`config.mk`:
```
export PLATFORM = sky130hd
export DESIGN_NAME = arb_mux_n
export DESIGN_NICKNAME = d
export VERILOG_FILES = /design/src/rtl/arb_mux_n.sv
export SDC_FILE = /design/constraint.sdc
export NUM_CORES = 1
export LEC_CHECK = 0
export ABC_CLOCK_PERIOD_IN_PS = 5300
export BUFFER_PORTS_ARGS = -buffer_cell sky130_fd_sc_hd__buf_2
export CAP_MARGIN = 20
export CORE_UTILIZATION = 49
export DETAILED_ROUTE_END_ITERATION = 16
export GPL_TIMING_DRIVEN = 0
export PLACE_DENSITY = 0.87
export SYNTH_ARGS = -nofsm -noshare
export SYNTH_HDL_FRONTEND = slang
export SYNTH_SLANG_ARGS = --single-unit
```
`constraint.sdc`:
```
create_clock -name clk -period 5.3 [get_ports clk]
set_input_delay 0.53 -clock clk [delete_from_list [all_inputs] [get_ports clk]]
set_output_delay 0.53 -clock clk [all_outputs]
set_load 0.05 [all_outputs]
```
`src/rtl/arb_mux_n.sv`:
```
// N-channel registered word mux with valid/ready handshakes and a one-entry output register.
// Define ARB_MUX_RR_EN for round-robin arbitration; otherwise the lowest eligible index wins.
module arb_mux_n #(
  parameter int unsigned WIDTH = 16,
  parameter int unsigned N     = 8,
  parameter int unsigned SEL_W = 3
) (
  input  logic                 clk,
  input  logic                 reset,
  input  logic [N*WIDTH-1:0]   in_data,
  input  logic [N-1:0]         in_valid,
  output logic [N-1:0]         in_ready,
  input  logic                 force_en,
  input  logic [SEL_W-1:0]     force_sel,
  output logic [WIDTH-1:0]     out_data,
  output logic [SEL_W-1:0]     out_chan,
  output logic                 out_valid,
  input  logic                 out_ready
);

  logic [WIDTH-1:0] data_q, data_d;
  logic [SEL_W-1:0] chan_q, chan_d;
  logic             valid_q, valid_d;
`ifdef ARB_MUX_RR_EN
  logic [SEL_W-1:0] ptr_q, ptr_d;
`endif

  logic [N-1:0]     elig;
  logic             found;
  logic             load;
  logic             grant;
  int unsigned      gnt;
  int unsigned      fsel;
  logic [WIDTH-1:0] word;

  // Eligible set; an out-of-range forced index leaves it empty.
  always_comb begin
    elig = '0;
    fsel = 32'(force_sel);
    if (force_en) begin
      for (int unsigned k = 0; k < N; k++)
        if (k == fsel) elig[k] = in_valid[k];
    end else begin
      elig = in_valid;
    end
  end

  always_comb begin
    found = 1'b0;
    gnt   = 0;
`ifdef ARB_MUX_RR_EN
    for (int unsigned i = 0; i < N; i++) begin
      int unsigned idx;
      idx = 32'(ptr_q) + i;
      if (idx >= N) idx = idx - N;
      if (!found && elig[idx]) begin
        found = 1'b1;
        gnt   = idx;
      end
    end
`else
    for (int unsigned k = 0; k < N; k++) begin
      if (!found && elig[k]) begin
        found = 1'b1;
        gnt   = k;
      end
    end
`endif
  end

  assign load  = !valid_q || out_ready;
  assign grant = load && found && !reset;

  always_comb begin
    in_ready = '0;
    word     = '0;
    for (int unsigned k = 0; k < N; k++) begin
      if (k == gnt) begin
        in_ready[k] = grant;
        word        = in_data[k*WIDTH +: WIDTH];
      end
    end
  end

  always_comb begin
    data_d  = data_q;
    chan_d  = chan_q;
    valid_d = valid_q;
`ifdef ARB_MUX_RR_EN
    ptr_d   = ptr_q;
`endif
    if (grant) begin
      data_d  = word;
      chan_d  = SEL_W'(gnt);
      valid_d = 1'b1;
`ifdef ARB_MUX_RR_EN
      ptr_d   = (gnt + 1 == N) ? '0 : SEL_W'(gnt + 1);
`endif
    end else if (load) begin
      valid_d = 1'b0;
    end
  end

  always_ff @(posedge clk) begin
    if (reset) begin
      data_q  <= '0;
      chan_q  <= '0;
      valid_q <= 1'b0;
`ifdef ARB_MUX_RR_EN
      ptr_q   <= '0;
`endif
    end else begin
      data_q  <= data_d;
      chan_q  <= chan_d;
      valid_q <= valid_d;
`ifdef ARB_MUX_RR_EN
      ptr_q   <= ptr_d;
`endif
    end
  end

  assign out_data  = data_q;
  assign out_chan  = chan_q;
  assign out_valid = valid_q;

endmodule

```
==> report_table.html, run 1 <==
<table>
<tr><th>Metric</th><th>Value</th></tr>
<tr><th colspan="2">Clock tree</th></tr>
<tr><td>Number of H-tree branching levels</td><td>1</td></tr>
<tr><td>Count of hold-fix buffers inserted at cts</td><td>0</td></tr>
<tr><td>Number of CTS-inserted buffers</td><td>3</td></tr>
<tr><td>Latest clock arrival within the worst-skew pair</td><td>260 ps</td></tr>
<tr><td>Clock sink count</td><td>20</td></tr>
<tr><td>Clock-pin slew on the worst setup and hold paths</td><td>70 ps</td></tr>
<tr><td>TritonCTS clock tree</td><td>done</td></tr>
<tr><td>Clock buffer depth</td><td>2</td></tr>
<tr><td># Post-CTS Setup Buffers</td><td>0</td></tr>
<tr><td>Buffer type at the clock tree root</td><td>sky130_fd_sc_hd__clkbuf_8</td></tr>
<tr><td>Number of gates resized after CTS</td><td>0</td></tr>
<tr><th colspan="2">Floorplanning</th></tr>
<tr><td>Std cell rows</td><td>27</td></tr>
<tr><td>Core area</td><td>5680 um^2</td></tr>
<tr><td>Die outline width</td><td>79.8 um</td></tr>
<tr><td>Initial Utilization</td><td>0.522</td></tr>
<tr><td>Top-level I/O count</td><td>between 150 and 200</td></tr>
<tr><td>Floorplan die area</td><td>6370 um^2</td></tr>
<tr><td>Die Y</td><td>~80 um</td></tr>
<tr><th colspan="2">Synth</th></tr>
<tr><td>Post-synth EDFFs</td><td>0</td></tr>
<tr><td>Synthesized-area fraction occupied by ao, oa, aoi and oai cells</td><td>0.515</td></tr>
<tr><td>Avg Cell Area, Syn</td><td>around 7.0 um^2</td></tr>
<tr><td>Share of synthesized area spent on multiplexers</td><td>0.0101</td></tr>
<tr><td>Count of yosys warnings during synthesis</td><td>0</td></tr>
<tr><td>Asr flop ratio synth</td><td>0</td></tr>
<tr><td>Synth Cell Area</td><td>between 2000 and 3000 um^2</td></tr>
<tr><td>Top cell type by total area after synthesis</td><td>sky130_fd_sc_hd__dfxtp_1</td></tr>
<tr><td>Most used flip-flop cell after synthesis</td><td>sky130_fd_sc_hd__dfxtp_1</td></tr>
<tr><td>Adder-Cell Fraction of Synth Area</td><td>0</td></tr>
<tr><td>Area share of xor/xnor cells in the synthesized design</td><td>0</td></tr>
<tr><td>Top-area cell type share of the netlist area</td><td>0.135</td></tr>
<tr><td>Main combinational cell family by area after synthesis</td><td>compound AO/OA/AOI/OAI gates</td></tr>
<tr><td>Register area share after synthesis</td><td>0.135</td></tr>
<tr><td>Dominant cell by count in the synthesized netlist</td><td>sky130_fd_sc_hd__nand2_1</td></tr>
<tr><td>Top cells by area, synth</td><td>sky130_fd_sc_hd__dfxtp_1 14%, sky130_fd_sc_hd__o32ai_2 7.7%, sky130_fd_sc_hd__nand2_1 6.5%, sky130_fd_sc_hd__inv_1 5.8%, sky130_fd_sc_hd__o21ai_0 5.6%</td></tr>
<tr><td>Post-Synth Simple-Gate Area</td><td>0.208</td></tr>
<tr><td>Post-Syn Instances</td><td>421</td></tr>
<tr><td>Number of library cell types mapped by synthesis</td><td>between 50 and 60</td></tr>
<tr><td>Post-synth top cells</td><td>51 x sky130_fd_sc_hd__nand2_1, 46 x sky130_fd_sc_hd__inv_1, 33 x sky130_fd_sc_hd__o21ai_0</td></tr>
<tr><td>Synth Register Bits</td><td>20</td></tr>
<tr><td>Net count after synthesis</td><td>564</td></tr>
<tr><th colspan="2">Final layout</th></tr>
<tr><td>Number of antenna cells inserted</td><td>0</td></tr>
<tr><td>Net total in the final layout</td><td>736</td></tr>
<tr><td>Share of post-route cells with drive strength above 1</td><td>0.367</td></tr>
<tr><td>Util after Layout</td><td>0.693</td></tr>
<tr><td>Area added between synthesis and finish</td><td>32.6%</td></tr>
<tr><th colspan="2">Timing</th></tr>
<tr><td>Count of endpoints failing setup in the final report</td><td>0</td></tr>
<tr><td>Post-layout minimum cycle time</td><td>roughly 3400 ps</td></tr>
<tr><td>Final clock skew</td><td>5.82 ps</td></tr>
<tr><td>Fraction of the cycle the final worst path needs</td><td>0.644</td></tr>
<tr><td>Hold Violations, Final</td><td>0</td></tr>
<tr><td>Transition at the pin with the smallest max-transition slack</td><td>~760 ps</td></tr>
<tr><td>Fin Hold WS</td><td>486 ps</td></tr>
<tr><td>Final count of pins violating max slew</td><td>0</td></tr>
<tr><td>Max-slew headroom at the worst pin</td><td>0.487</td></tr>
<tr><td>Maximum frequency from static timing analysis</td><td>0.293 GHz</td></tr>
<tr><td>Setup total negative slack</td><td>0 ps</td></tr>
<tr><td>RSZ-0062 raised after global routing</td><td>false</td></tr>
<tr><th colspan="2">Routing</th></tr>
<tr><td>Detailed-routing iteration count for the pre-antenna-repair pass</td><td>5</td></tr>
<tr><td>Total number of vias</td><td>4,257</td></tr>
<tr><td>Drt via density</td><td>6.42</td></tr>
<tr><td>Antenna-violating nets left</td><td>0</td></tr>
<tr><td>Remaining design rule violation count</td><td>0</td></tr>
<tr><td>DR iter-0 viols</td><td>369</td></tr>
<tr><td>Average routed wire per standard cell</td><td>18.1 um</td></tr>
<tr><td>Detailed-route wire length</td><td>around 12 mm</td></tr>
<tr><th colspan="2">GRT</th></tr>
<tr><td>Initial antenna violation count</td><td>0</td></tr>
<tr><td>Number of global-route vias before repair</td><td>between 3,000 and 4,000</td></tr>
<tr><td>Combined global-route utilization of all metal layers</td><td>0.370</td></tr>
<tr><td>GRT Residual Overflow</td><td>0</td></tr>
<tr><td>Maximum number of pins on one net before global-route repair</td><td>11</td></tr>
<tr><td>Global-route wire length before repair</td><td>18.3 mm</td></tr>
<tr><th colspan="2">Critical path</th></tr>
<tr><td>Critical Path Source Type</td><td>input pin</td></tr>
<tr><td>Data arrival time of the worst path</td><td>2890 ps</td></tr>
<tr><td>CP required</td><td>about 4800 ps</td></tr>
<tr><td>R2R Setup Slk</td><td>~3500 ps</td></tr>
<tr><td>CP Capture Type</td><td>output pin</td></tr>
<tr><td>Crit Path Max Fanout</td><td>10</td></tr>
<tr><td>Crit Reg-Reg Startpoint</td><td>out_valid$_SDFFE_PP0P_</td></tr>
<tr><td>Setup Crit Path Kind</td><td>input pin to output pin</td></tr>
<tr><td>Critical path startpoint</td><td>in_valid[1]</td></tr>
<tr><th colspan="2">Run status</th></tr>
<tr><td>Run status</td><td>finished, final reports clean</td></tr>
<tr><th colspan="2">Placed design</th></tr>
<tr><td>Routability cong.</td><td>roughly 1.0</td></tr>
<tr><td>Post-DP HPWL</td><td>9.81 mm</td></tr>
<tr><td>Input/output buffers</td><td>167</td></tr>
<tr><th colspan="2">Power</th></tr>
<tr><td>Peak VDD IR</td><td>0.146 mV</td></tr>
<tr><td>Leak pwr</td><td>0.00174 uW</td></tr>
<tr><td>Power per Cell Area</td><td>183 nW/um^2</td></tr>
<tr><th colspan="2">Job</th></tr>
<tr><td>Maxcap violations</td><td>0</td></tr>
<tr><th colspan="2">Min path</th></tr>
<tr><td>Worst hold start</td><td>out_data[0]$_SDFFE_PP0P_</td></tr>
<tr><td>Worst Hold Class</td><td>flop to flop</td></tr>
</table>
[kinds of logic (layout without fill, tap and decap cells)]
logic type,after synthesis,count (layout)
buf+inv,91,261
simple gates,121,121
compound gates,186,186
mux,3,3
flops,20,20
[cell type report]
| cell class | count | area [um^2] |
|---|---|---|
| clock buffer | 3 | 41.3 |
| fill | 528 | 1740 |
| buffer | 44 | 213 |
| sequential | 20 | 400 |
| inverter | 47 | 176 |
| multi-input combinational | 310 | 2180 |
| tap | 72 | 90.1 |
| timing repair buffer | 167 | 836 |
[worst paths after layout]
check / end / cells after the start
setup / recovery: in_ready[0] / 7
hold / removal: out_data[0]$_SDFFE_PP0P_ / 2
setup reg to reg: out_data[14]$_SDFFE_PP0P_ / 7
hold reg to reg: out_data[0]$_SDFFE_PP0P_ / 2
[through the flow]
| stage | power, uW | area [um^2] | setup WS (ps) | std cells |
|---|---|---|---|---|
| final | 720 | 3930 | 1880 | 663 |
| after global routing | 755 | 3930 | 1770 | 663 |
| after CTS | 711 | 3930 | 1960 | 663 |
| after detailed placement | 612 | 3890 | 1960 | 660 |
| after global placement | 603 | 3890 | 2050 | 660 |
| after floorplan | 473 | 2970 | 1880 | 421 |
[cell usage in the layout (no fill, tap or decap), types with 15 or more instances in the layout]
master and count:
sky130_fd_sc_hd__clkbuf_1 20, sky130_fd_sc_hd__nand3_1 15, sky130_fd_sc_hd__o21ai_0 33, sky130_fd_sc_hd__buf_2 184, sky130_fd_sc_hd__inv_1 46, sky130_fd_sc_hd__a211oi_1 16
sky130_fd_sc_hd__dfxtp_1 20, sky130_fd_sc_hd__nand2_1 51, sky130_fd_sc_hd__o32ai_1 15, sky130_fd_sc_hd__a21o_1 16
[metal layers]
| layer | wire length (um) | global-route usage |
|---|---|---|
| met1 | 4710 | 0.459 |
| met2 | 5580 | 0.649 |
| met3 | 1250 | 0.0549 |
| met5 | 0 | 0 |
| met4 | 457 | 0.120 |
[power breakdown]
part	switching, uW	leakage [uW]	internal, uW
clock	50.7	0.0000216	50.7
sequential	11.0	0.000166	171
combinational	277	0.00155	159
[critical path: stages]
cell and delay, ps:
sky130_fd_sc_hd__clkbuf_1 180, sky130_fd_sc_hd__nor3_1 590, sky130_fd_sc_hd__clkbuf_1 380, sky130_fd_sc_hd__o21ai_0 150
sky130_fd_sc_hd__o21ai_0 570, sky130_fd_sc_hd__and2_1 220, sky130_fd_sc_hd__buf_2 260
[sequential cells by signal, summed over array words and instances, names as in the netlist]
signal and cells:
out_valid 1, out_chan 3, out_data 16
Power figures use the tool's default switching activity.
==> run 2: changes to the inputs <==
ABC_AREA = 1   (was not set)
ABC_CLOCK_PERIOD_IN_PS = 3490   (was 5300)
CORE_UTILIZATION = 40   (was 49)
PLACE_DENSITY = 0.8   (was 0.87)
clock period = 3.49 ns   (was 5.3 ns; I/O delays follow)
==> run 2 against run 1 <==
Combinational power up 6.4%. Via count fell by 22%. Sequential share of layout area up 2.4 points. Utilization shrank 7.8 points. Sequential power grew 43%. Non-clock buffer count decreased by 19. Final cell count shrank 4.4%.
==> report_table.html, run 2 <==
<table>
<tr><th>Metric</th><th>Value</th></tr>
<tr><th colspan="2">Routing</th></tr>
<tr><td>Antenna-violating nets left</td><td>0 (unchanged)</td></tr>
<tr><td>Detailed-route wire length</td><td>8.83 mm (was 12.0 mm)</td></tr>
<tr><td>Remaining design rule violation count</td><td>0 (unchanged)</td></tr>
<tr><td>Drt via density</td><td>5.26 (was 6.42)</td></tr>
<tr><td>Detailed-routing iteration count for the pre-antenna-repair pass</td><td>5 (unchanged)</td></tr>
<tr><td>Average routed wire per standard cell</td><td>13.9 um (was 18.1 um)</td></tr>
<tr><td>DR iter-0 viols</td><td>222 (was 369)</td></tr>
<tr><td>Total number of vias</td><td>3,333 (was 4,257)</td></tr>
<tr><th colspan="2">Timing</th></tr>
<tr><td>Final count of pins violating max slew</td><td>0 (unchanged)</td></tr>
<tr><td>Final clock skew</td><td>6.53 ps (was 5.82 ps)</td></tr>
<tr><td>Post-layout minimum cycle time</td><td>2780 ps</td></tr>
<tr><td>Fraction of the cycle the final worst path needs</td><td>0.795</td></tr>
<tr><td>Max-slew headroom at the worst pin</td><td>0.645 (was 0.487)</td></tr>
<tr><td>RSZ-0062 raised after global routing</td><td>false (unchanged)</td></tr>
<tr><td>Count of endpoints failing setup in the final report</td><td>0 (unchanged)</td></tr>
<tr><td>Hold Violations, Final</td><td>0 (unchanged)</td></tr>
<tr><td>Maximum frequency from static timing analysis</td><td>0.360 GHz</td></tr>
<tr><td>Transition at the pin with the smallest max-transition slack</td><td>531 ps (was 764 ps)</td></tr>
<tr><td>Setup total negative slack</td><td>0 ps (unchanged)</td></tr>
<tr><th colspan="2">Final layout</th></tr>
<tr><td>Net total in the final layout</td><td>708 (was 736)</td></tr>
<tr><td>Final cell count without fillers</td><td>634 (was 663)</td></tr>
<tr><td>Number of antenna cells inserted</td><td>0 (unchanged)</td></tr>
<tr><td>Share of post-route cells with drive strength above 1</td><td>0.388 (was 0.367)</td></tr>
<tr><td>Commonest cells after routing, fill and taps aside</td><td>175 x sky130_fd_sc_hd__buf_2, 125 x sky130_fd_sc_hd__nand2_1, 44 x sky130_fd_sc_hd__nor2_1 (was 184 x sky130_fd_sc_hd__buf_2, 51 x sky130_fd_sc_hd__nand2_1, 46 x sky130_fd_sc_hd__inv_1)</td></tr>
<tr><td>Area added between synthesis and finish</td><td>46.6% (was 32.6%)</td></tr>
<tr><td>Filler Cell Count</td><td>525 (was 528)</td></tr>
<tr><td>Most common cell after layout, fill and taps aside</td><td>sky130_fd_sc_hd__buf_2 (unchanged)</td></tr>
<tr><td>Number of flip-flops under the largest register name</td><td>16 (unchanged)</td></tr>
<tr><th colspan="2">Floorplanning</th></tr>
<tr><td>Std cell rows</td><td>26 (was 27)</td></tr>
<tr><td>Floorplan die area</td><td>5720 um^2 (was 6370 um^2)</td></tr>
<tr><td>Top-level I/O count</td><td>171 (unchanged)</td></tr>
<tr><td>Die Y</td><td>75.6 um (was 79.8 um)</td></tr>
<tr><td>Initial Utilization</td><td>0.419 (was 0.522)</td></tr>
<tr><td>Die outline width</td><td>75.6 um (was 79.8 um)</td></tr>
<tr><td>Core area</td><td>5170 um^2 (was 5680 um^2)</td></tr>
<tr><th colspan="2">Clock tree</th></tr>
<tr><td>Clock buffer depth</td><td>2 (unchanged)</td></tr>
<tr><td>Number of gates resized after CTS</td><td>0 (unchanged)</td></tr>
<tr><td>Number of CTS-inserted buffers</td><td>3 (unchanged)</td></tr>
<tr><td>Latest clock arrival within the worst-skew pair</td><td>270 ps (was 260 ps)</td></tr>
<tr><td># Post-CTS Setup Buffers</td><td>0 (unchanged)</td></tr>
<tr><td>Number of H-tree branching levels</td><td>1 (unchanged)</td></tr>
<tr><td>Count of hold-fix buffers inserted at cts</td><td>0 (unchanged)</td></tr>
<tr><td>TritonCTS clock tree</td><td>done (unchanged)</td></tr>
<tr><td>Clock-pin slew on the worst setup and hold paths</td><td>80 ps (was 70 ps)</td></tr>
<tr><td>Clock sink count</td><td>20 (unchanged)</td></tr>
<tr><td>Buffer type at the clock tree root</td><td>sky130_fd_sc_hd__clkbuf_8 (unchanged)</td></tr>
<tr><th colspan="2">Synth</th></tr>
<tr><td>Number of library cell types mapped by synthesis</td><td>31 (was 57)</td></tr>
<tr><td>Synth Cell Area</td><td>2170 um^2 (was 2970 um^2)</td></tr>
<tr><td>Count of yosys warnings during synthesis</td><td>0 (unchanged)</td></tr>
<tr><td>Avg Cell Area, Syn</td><td>5.56 um^2 (was 7.04 um^2)</td></tr>
<tr><td>Net count after synthesis</td><td>533 (was 564)</td></tr>
<tr><td>Synth Register Bits</td><td>20 (unchanged)</td></tr>
<tr><td>Asr flop ratio synth</td><td>0 (unchanged)</td></tr>
<tr><td>Post-Syn Instances</td><td>390 (was 421)</td></tr>
<tr><td>Register area share after synthesis</td><td>0.185 (was 0.135)</td></tr>
<tr><td>Post-synth EDFFs</td><td>0 (unchanged)</td></tr>
<tr><td>Most used flip-flop cell after synthesis</td><td>sky130_fd_sc_hd__dfxtp_1 (unchanged)</td></tr>
<tr><td>Top-area cell type share of the netlist area</td><td>0.216 (was 0.135)</td></tr>
<tr><td>Dominant cell by count in the synthesized netlist</td><td>sky130_fd_sc_hd__nand2_1 (unchanged)</td></tr>
<tr><td>Top cells by area, synth</td><td>sky130_fd_sc_hd__nand2_1 22%, sky130_fd_sc_hd__dfxtp_1 18%, sky130_fd_sc_hd__nand4_1 9.5%, sky130_fd_sc_hd__nand3_1 9.0%, sky130_fd_sc_hd__nor2_1 7.6% (was sky130_fd_sc_hd__dfxtp_1 14%, sky130_fd_sc_hd__o32ai_2 7.7%, sky130_fd_sc_hd__nand2_1 6.5%, sky130_fd_sc_hd__inv_1 5.8%, sky130_fd_sc_hd__o21ai_0 5.6%)</td></tr>
<tr><td>Top cell type by total area after synthesis</td><td>sky130_fd_sc_hd__nand2_1 (was sky130_fd_sc_hd__dfxtp_1)</td></tr>
<tr><td>Post-synth top cells</td><td>125 x sky130_fd_sc_hd__nand2_1, 44 x sky130_fd_sc_hd__nor2_1, 39 x sky130_fd_sc_hd__nand3_1 (was 51 x sky130_fd_sc_hd__nand2_1, 46 x sky130_fd_sc_hd__inv_1, 33 x sky130_fd_sc_hd__o21ai_0)</td></tr>
<tr><th colspan="2">GRT</th></tr>
<tr><td>Number of global-route vias before repair</td><td>2,797 (was 3,866)</td></tr>
<tr><td>Maximum number of pins on one net before global-route repair</td><td>13 (was 11)</td></tr>
<tr><td>GRT Residual Overflow</td><td>0 (unchanged)</td></tr>
<tr><td>Global-route wire length before repair</td><td>12.8 mm (was 18.3 mm)</td></tr>
<tr><td>Combined global-route utilization of all metal layers</td><td>0.296 (was 0.370)</td></tr>
<tr><td>Initial antenna violation count</td><td>0 (unchanged)</td></tr>
<tr><th colspan="2">Run status</th></tr>
<tr><td>Run status</td><td>finished, final reports clean (unchanged)</td></tr>
<tr><th colspan="2">Critical path</th></tr>
<tr><td>Crit Path Max Fanout</td><td>10 (unchanged)</td></tr>
<tr><td>Data arrival time of the worst path</td><td>2430 ps (was 2890 ps)</td></tr>
<tr><td>Setup Crit Path Kind</td><td>input pin to output pin (unchanged)</td></tr>
<tr><td>CP Capture Type</td><td>output pin (unchanged)</td></tr>
<tr><td>CP required</td><td>3140 ps (was 4770 ps)</td></tr>
<tr><td>Critical Path Source Type</td><td>input pin (unchanged)</td></tr>
<tr><th colspan="2">Placed design</th></tr>
<tr><td>Routability cong.</td><td>0.906 (was 1.02)</td></tr>
<tr><td>Count of placed standard cells including taps</td><td>630 (was 660)</td></tr>
<tr><td>Post-DP HPWL</td><td>7.05 mm (was 9.81 mm)</td></tr>
<tr><td>Input/output buffers</td><td>170 (was 167)</td></tr>
<tr><th colspan="2">Power</th></tr>
<tr><td>Proportion of power drawn by combinational gates</td><td>0.482 (was 0.606)</td></tr>
<tr><td>Peak VDD IR</td><td>0.216 mV (was 0.146 mV)</td></tr>
<tr><td>Switching Power</td><td>395 uW (was 338 uW)</td></tr>
<tr><td>Power per Cell Area</td><td>303 nW/um^2 (was 183 nW/um^2)</td></tr>
<tr><td>Switching Fraction</td><td>0.410 (was 0.470)</td></tr>
<tr><td>Leak pwr</td><td>0.00175 uW (was 0.00174 uW)</td></tr>
<tr><td>Clock power frac</td><td>0.247 (was 0.141)</td></tr>
<tr><td>Overall power after layout</td><td>964 uW (was 720 uW)</td></tr>
<tr><td>Internal</td><td>569 uW (was 381 uW)</td></tr>
<tr><td>Sequential cell fraction of total power</td><td>0.271 (was 0.254)</td></tr>
<tr><th colspan="2">Job</th></tr>
<tr><td>Maxcap violations</td><td>0 (unchanged)</td></tr>
<tr><th colspan="2">Min path</th></tr>
<tr><td>Worst Hold Class</td><td>input pin to flop (was flop to flop)</td></tr>
</table>
## run 2: cell count changes in the layout (fill, tap and decap cells not counted), sizes merged, moves of 15 or more
cell / delta
a211oi: -15
a21o: -16
a21oi: +29
inv: -16
nand2: +81
nand3: +23
nand4: +34
nor2: +34
o21ai: -39
o31ai: -15
o32ai: -29
or2: +16
## run 2: critical path: stages
cell and delay (ps):
sky130_fd_sc_hd__buf_2 120, sky130_fd_sc_hd__inv_1 130, sky130_fd_sc_hd__nand3_1 90, sky130_fd_sc_hd__nand2_1 100, sky130_fd_sc_hd__nand2_2 60, sky130_fd_sc_hd__nand2_2 120, sky130_fd_sc_hd__nor2_4 60, sky130_fd_sc_hd__nand4_2 90
sky130_fd_sc_hd__nor2_2 70, sky130_fd_sc_hd__nor3_4 320, sky130_fd_sc_hd__inv_2 60, sky130_fd_sc_hd__buf_4 180, sky130_fd_sc_hd__buf_4 190, sky130_fd_sc_hd__nor3_1 170, sky130_fd_sc_hd__buf_2 300
## run 2: kinds of logic (layout without fill, tap and decap cells)
kind of cell	after synthesis	count (layout)	share of synthesized area
and+or+nand+nor	277	277	0.593
buffers and inverters	56	230	0.126
DFF	20	20	0.185
AOI/OAI and AO/OA	37	37	0.0964
## run 2: path summary, 6_finish.rpt
kind / cells past startpoint / endpoint / startpoint / slack, ps
worst max-delay path: 15 / in_ready[2] / force_sel[2] / 710
worst min-delay path: 5 / out_data[12]$_SDFFE_PP0P_ / in_data[92] / 390
worst max register to register: 9 / out_data[8]$_SDFFE_PP0P_ / out_valid$_SDFFE_PP0P_ / 1970
worst min register to register: 2 / out_data[11]$_SDFFE_PP0P_ / out_data[11]$_SDFFE_PP0P_ / 470
## run 2: per-layer routing
metal  share of wire  global-route usage  up-vias
li1                -                   -     1626
met1            0.39               0.361     1478
met2            0.49               0.541      209
met3           0.093              0.0529       20
met4           0.025              0.0700        0
met5               0                   0        -
## run 2: area by class of cell
class | count | area [um^2] | share of cell area
plain buffers | 22 | 145 | 0.0457
clock buffers | 3 | 41.3 | 0.0130
clock inverters | 1 | 30.0 | 0.00945
inverters | 34 | 128 | 0.0402
multi-input cells | 314 | 1500 | 0.470
flip-flops and latches | 20 | 400 | 0.126
well taps | 70 | 87.6 | 0.0276
repair buffers | 170 | 851 | 0.268
## run 2: power by group through the flow
stage	sequential [uW]	combinational, uW	clock (uW)
4_1_cts	261	459	237
6_report	261	464	238
2_1_floorplan	343	215	0
3_5_place_dp	266	457	0
3_3_place_gp	265	452	0
5_1_grt	264	503	248
## run 2: through the flow
| stage | util | setup slack, ps | hold slack [ps] | cell area [um^2] |
|---|---|---|---|---|
| 6_report | 0.614 | 714 | 390 | 3180 |
| 5_1_grt | 0.614 | 568 | 405 | 3180 |
| 4_1_cts | 0.614 | 745 | 394 | 3180 |
| 3_5_place_dp | 0.601 | 751 | 453 | 3110 |
| 3_3_place_gp | 0.601 | 803 | 449 | 3110 |
| 2_1_floorplan | - | 288 | 557 | 2170 |
==> run 3: changes to the inputs <==
ABC_AREA = 0   (was 1)
ABC_CLOCK_PERIOD_IN_PS = 2370   (was 3490)
CORE_UTILIZATION = 41   (was 40)
PLACE_DENSITY = 0.78   (was 0.8)
clock period = 2.37 ns   (was 3.49 ns; I/O delays follow)
==> run 3 against run 2 <==
Largest cell class unchanged. Clock power down 7%. Cell area is 32% higher. Register-to-register slack got worse by 1300 ps. Setup slack worse by 650 ps.
==> report_table.html, run 3 (same netlist as run 1, synthesis figures left out) <==
<table>
<tr><th>Metric</th><th>Value</th></tr>
<tr><th colspan="2">Clock tree</th></tr>
<tr><td>Latest clock arrival within the worst-skew pair</td><td>250 ps (was 270 ps)</td></tr>
<tr><td>Number of H-tree branching levels</td><td>1 (unchanged)</td></tr>
<tr><td>Clock-pin slew on the worst setup and hold paths</td><td>70 ps (was 80 ps)</td></tr>
<tr><td>Number of CTS-inserted buffers</td><td>3 (unchanged)</td></tr>
<tr><td>Count of hold-fix buffers inserted at cts</td><td>0 (unchanged)</td></tr>
<tr><td>Clock sink count</td><td>20 (unchanged)</td></tr>
<tr><td>Buffer type at the clock tree root</td><td>sky130_fd_sc_hd__clkbuf_8 (unchanged)</td></tr>
<tr><td>TritonCTS clock tree</td><td>done (unchanged)</td></tr>
<tr><td>Clock buffer depth</td><td>2 (unchanged)</td></tr>
<tr><th colspan="2">Routing</th></tr>
<tr><td>Antenna-violating nets left</td><td>0 (unchanged)</td></tr>
<tr><td>Total number of vias</td><td>4,142 (was 3,333)</td></tr>
<tr><td>DR iter-0 viols</td><td>226 (was 222)</td></tr>
<tr><td>Drt via density</td><td>5.99 (was 5.26)</td></tr>
<tr><td>Average routed wire per standard cell</td><td>18.0 um (was 13.9 um)</td></tr>
<tr><td>Detailed-route wire length</td><td>12.4 mm (was 8.83 mm)</td></tr>
<tr><td>Detailed-routing iteration count for the pre-antenna-repair pass</td><td>5 (unchanged)</td></tr>
<tr><td>Remaining design rule violation count</td><td>0 (unchanged)</td></tr>
<tr><th colspan="2">Critical path</th></tr>
<tr><td>CP required</td><td>2130 ps (was 3140 ps)</td></tr>
<tr><td>Crit Path Max Fanout</td><td>10 (unchanged)</td></tr>
<tr><td>Setup Crit Path Kind</td><td>input pin to output pin (unchanged)</td></tr>
<tr><td>CP Capture Type</td><td>output pin (unchanged)</td></tr>
<tr><td>Number of cells traversed by the worst register-to-register path</td><td>7 (was 9)</td></tr>
<tr><td>Data arrival time of the worst path</td><td>2070 ps (was 2430 ps)</td></tr>
<tr><td>Critical Path Source Type</td><td>input pin (unchanged)</td></tr>
<tr><td>R2R Setup Slk</td><td>670 ps (was 1970 ps)</td></tr>
<tr><th colspan="2">GRT</th></tr>
<tr><td>Global-route wire length before repair</td><td>18.9 mm (was 12.8 mm)</td></tr>
<tr><td>Initial antenna violation count</td><td>0 (unchanged)</td></tr>
<tr><td>Combined global-route utilization of all metal layers</td><td>0.320 (was 0.296)</td></tr>
<tr><td>Number of global-route vias before repair</td><td>3,940 (was 2,797)</td></tr>
<tr><td>Maximum number of pins on one net before global-route repair</td><td>11 (was 13)</td></tr>
<tr><td>GRT Residual Overflow</td><td>0 (unchanged)</td></tr>
<tr><th colspan="2">Run status</th></tr>
<tr><td>Run status</td><td>finished, final reports clean (unchanged)</td></tr>
<tr><th colspan="2">Placed design</th></tr>
<tr><td>Post-DP HPWL</td><td>10.1 mm (was 7.05 mm)</td></tr>
<tr><td>Input/output buffers</td><td>167 (was 170)</td></tr>
<tr><td>Routability cong.</td><td>0.916 (was 0.906)</td></tr>
<tr><td>Count of placed standard cells including taps</td><td>684 (was 630)</td></tr>
<tr><th colspan="2">Min path</th></tr>
<tr><td>Hold Path Cell Cnt</td><td>3 (was 5)</td></tr>
<tr><td>Worst Hold Class</td><td>input pin to flop (unchanged)</td></tr>
<tr><th colspan="2">Final layout</th></tr>
<tr><td>Most common cell after layout, fill and taps aside</td><td>sky130_fd_sc_hd__buf_2 (unchanged)</td></tr>
<tr><td>Net total in the final layout</td><td>740 (was 708)</td></tr>
<tr><td>Final cell count without fillers</td><td>691 (was 634)</td></tr>
<tr><td>Register Area</td><td>400 um^2 (unchanged)</td></tr>
<tr><td>Area added between synthesis and finish</td><td>41.6% (was 46.6%)</td></tr>
<tr><td>Area of combinational cells with multiple inputs</td><td>2310 um^2 (was 1500 um^2)</td></tr>
<tr><td>Number of antenna cells inserted</td><td>0 (unchanged)</td></tr>
<tr><td>Commonest cells after routing, fill and taps aside</td><td>174 x sky130_fd_sc_hd__buf_2, 51 x sky130_fd_sc_hd__nand2_1, 46 x sky130_fd_sc_hd__inv_1 (was 175 x sky130_fd_sc_hd__buf_2, 125 x sky130_fd_sc_hd__nand2_1, 44 x sky130_fd_sc_hd__nor2_1)</td></tr>
<tr><td>Number of flip-flops under the largest register name</td><td>16 (unchanged)</td></tr>
<tr><td>Filler Cell Count</td><td>710 (was 525)</td></tr>
<tr><td>Share of post-route cells with drive strength above 1</td><td>0.402 (was 0.388)</td></tr>
<tr><th colspan="2">Power</th></tr>
<tr><td>Switching Fraction</td><td>0.466 (was 0.410)</td></tr>
<tr><td>Proportion of power drawn by combinational gates</td><td>0.622 (was 0.482)</td></tr>
<tr><td>Internal</td><td>887 uW (was 569 uW)</td></tr>
<tr><td>Switching Power</td><td>772 uW (was 395 uW)</td></tr>
<tr><td>Sequential cell fraction of total power</td><td>0.245 (was 0.271)</td></tr>
<tr><td>Leak pwr</td><td>0.00182 uW (was 0.00175 uW)</td></tr>
<tr><td>Power per Cell Area</td><td>395 nW/um^2 (was 303 nW/um^2)</td></tr>
<tr><td>Peak VDD IR</td><td>0.251 mV (was 0.216 mV)</td></tr>
<tr><td>Clock power frac</td><td>0.133 (was 0.247)</td></tr>
<tr><th colspan="2">Timing</th></tr>
<tr><td>Count of endpoints failing setup in the final report</td><td>0 (unchanged)</td></tr>
<tr><td>Final clock skew</td><td>1.87 ps (was 6.53 ps)</td></tr>
<tr><td>Hold Violations, Final</td><td>0 (unchanged)</td></tr>
<tr><td>Final count of pins violating max slew</td><td>0 (unchanged)</td></tr>
<tr><td>Transition at the pin with the smallest max-transition slack</td><td>647 ps (was 531 ps)</td></tr>
<tr><td>Post-layout minimum cycle time</td><td>between 2000 and 2500 ps</td></tr>
<tr><td>Fin Hold WS</td><td>218 ps (was 390 ps)</td></tr>
<tr><td>Maximum frequency from static timing analysis</td><td>0.433 GHz</td></tr>
<tr><td>Fraction of the cycle the final worst path needs</td><td>0.974</td></tr>
<tr><td>Max-slew headroom at the worst pin</td><td>0.569 (was 0.645)</td></tr>
<tr><th colspan="2">Floorplanning</th></tr>
<tr><td>Die Y</td><td>87.0 um (was 75.6 um)</td></tr>
<tr><td>Std cell rows</td><td>30 (was 26)</td></tr>
<tr><td>Initial Utilization</td><td>0.429 (was 0.419)</td></tr>
<tr><td>Floorplan die area</td><td>7580 um^2 (was 5720 um^2)</td></tr>
<tr><td>Top-level I/O count</td><td>171 (unchanged)</td></tr>
<tr><td>Die outline width</td><td>87.0 um (was 75.6 um)</td></tr>
<tr><td>Core area</td><td>6910 um^2 (was 5170 um^2)</td></tr>
<tr><th colspan="2">Job</th></tr>
<tr><td>Maxcap violations</td><td>0 (unchanged)</td></tr>
</table>
## run 3: cell types whose count changed in the layout (fill, tap and decap cells not counted), sizes merged, moves of 16 or more
| cell | previous run | this run |
|---|---|---|
| a21o | 0 | 16 |
| a21oi | 32 | 3 |
| inv | 31 | 47 |
| nand2 | 132 | 51 |
| nand3 | 39 | 16 |
| nand4 | 34 | 0 |
| nor2 | 48 | 14 |
| o21ai | 2 | 41 |
| o32ai | 0 | 29 |
| or2 | 17 | 1 |
## run 3: power groups by stage
stage / Combinational [uW] / Clock, uW / Sequential [uW]
after floorplan: 485 / 0 / 575
final: 1030 / 221 / 406
after global routing: 1100 / 238 / 410
after detailed placement: 963 / 0 / 413
after global placement: 951 / 0 / 412
after CTS: 992 / 228 / 405
## run 3: layout make-up
cell class / instances / share of cell area
Multi-Input combinational cell: 310 / 0.550
Timing Repair Buffer: 172 / 0.214
Sequential cell: 20 / 0.0954
Buffer: 43 / 0.0596
Inverter: 47 / 0.0420
Tap cell: 96 / 0.0286
Clock buffer: 3 / 0.00983
## run 3: path summary, 6_finish.rpt
check | from | endpoint
worst max register to register | out_valid$_SDFFE_PP0P_ | out_data[12]$_SDFFE_PP0P_
worst min-delay path | in_data[120] | out_data[8]$_SDFFE_PP0P_
worst max-delay path | force_en | in_ready[0]
worst min register to register | out_chan[1]$_SDFFE_PP0P_ | out_chan[1]$_SDFFE_PP0P_
## run 3: what timing repair did
item | CTS | global route
pin swaps | 2 | 2
hold endpoints to repair | 0 | 0
setup endpoints to repair | 6 | 10
resized for setup | 23 | 30
buffers inserted | 1 | 4
## run 3: metal layers
layer | part of all wire | vias up | wire length (um) | track usage
met5 | 0 | - | 0 | 0
met4 | 0.034 | 0 | 422 | 0.118
met3 | 0.097 | 38 | 1210 | 0.0540
met2 | 0.47 | 259 | 5780 | 0.534
met1 | 0.40 | 1869 | 5020 | 0.411
li1 | - | 1976 | - | -
## run 3: per-stage QoR
stage	util	TNS, ps	total power, uW	setup WS (ps)	instance area [um^2]
3_3_place_gp	0.569	-1720	1360	-289	3930
6_report	0.608	0	1660	61.8	4200
4_1_cts	0.591	0	1630	0.243	4080
5_1_grt	0.608	-8.71	1750	-4.63	4200
3_5_place_dp	0.569	-2500	1380	-352	3930
2_1_floorplan	-	-48.4	1060	-48.4	2980
## run 3: worst max-delay path: stages
cell                      delay, ps
sky130_fd_sc_hd__buf_2          130
sky130_fd_sc_hd__buf_12         150
sky130_fd_sc_hd__o31ai_4         90
sky130_fd_sc_hd__a211o_4        350
sky130_fd_sc_hd__o41a_1         430
sky130_fd_sc_hd__buf_4          180
sky130_fd_sc_hd__buf_4          180
sky130_fd_sc_hd__and2_1         170
sky130_fd_sc_hd__buf_6          150
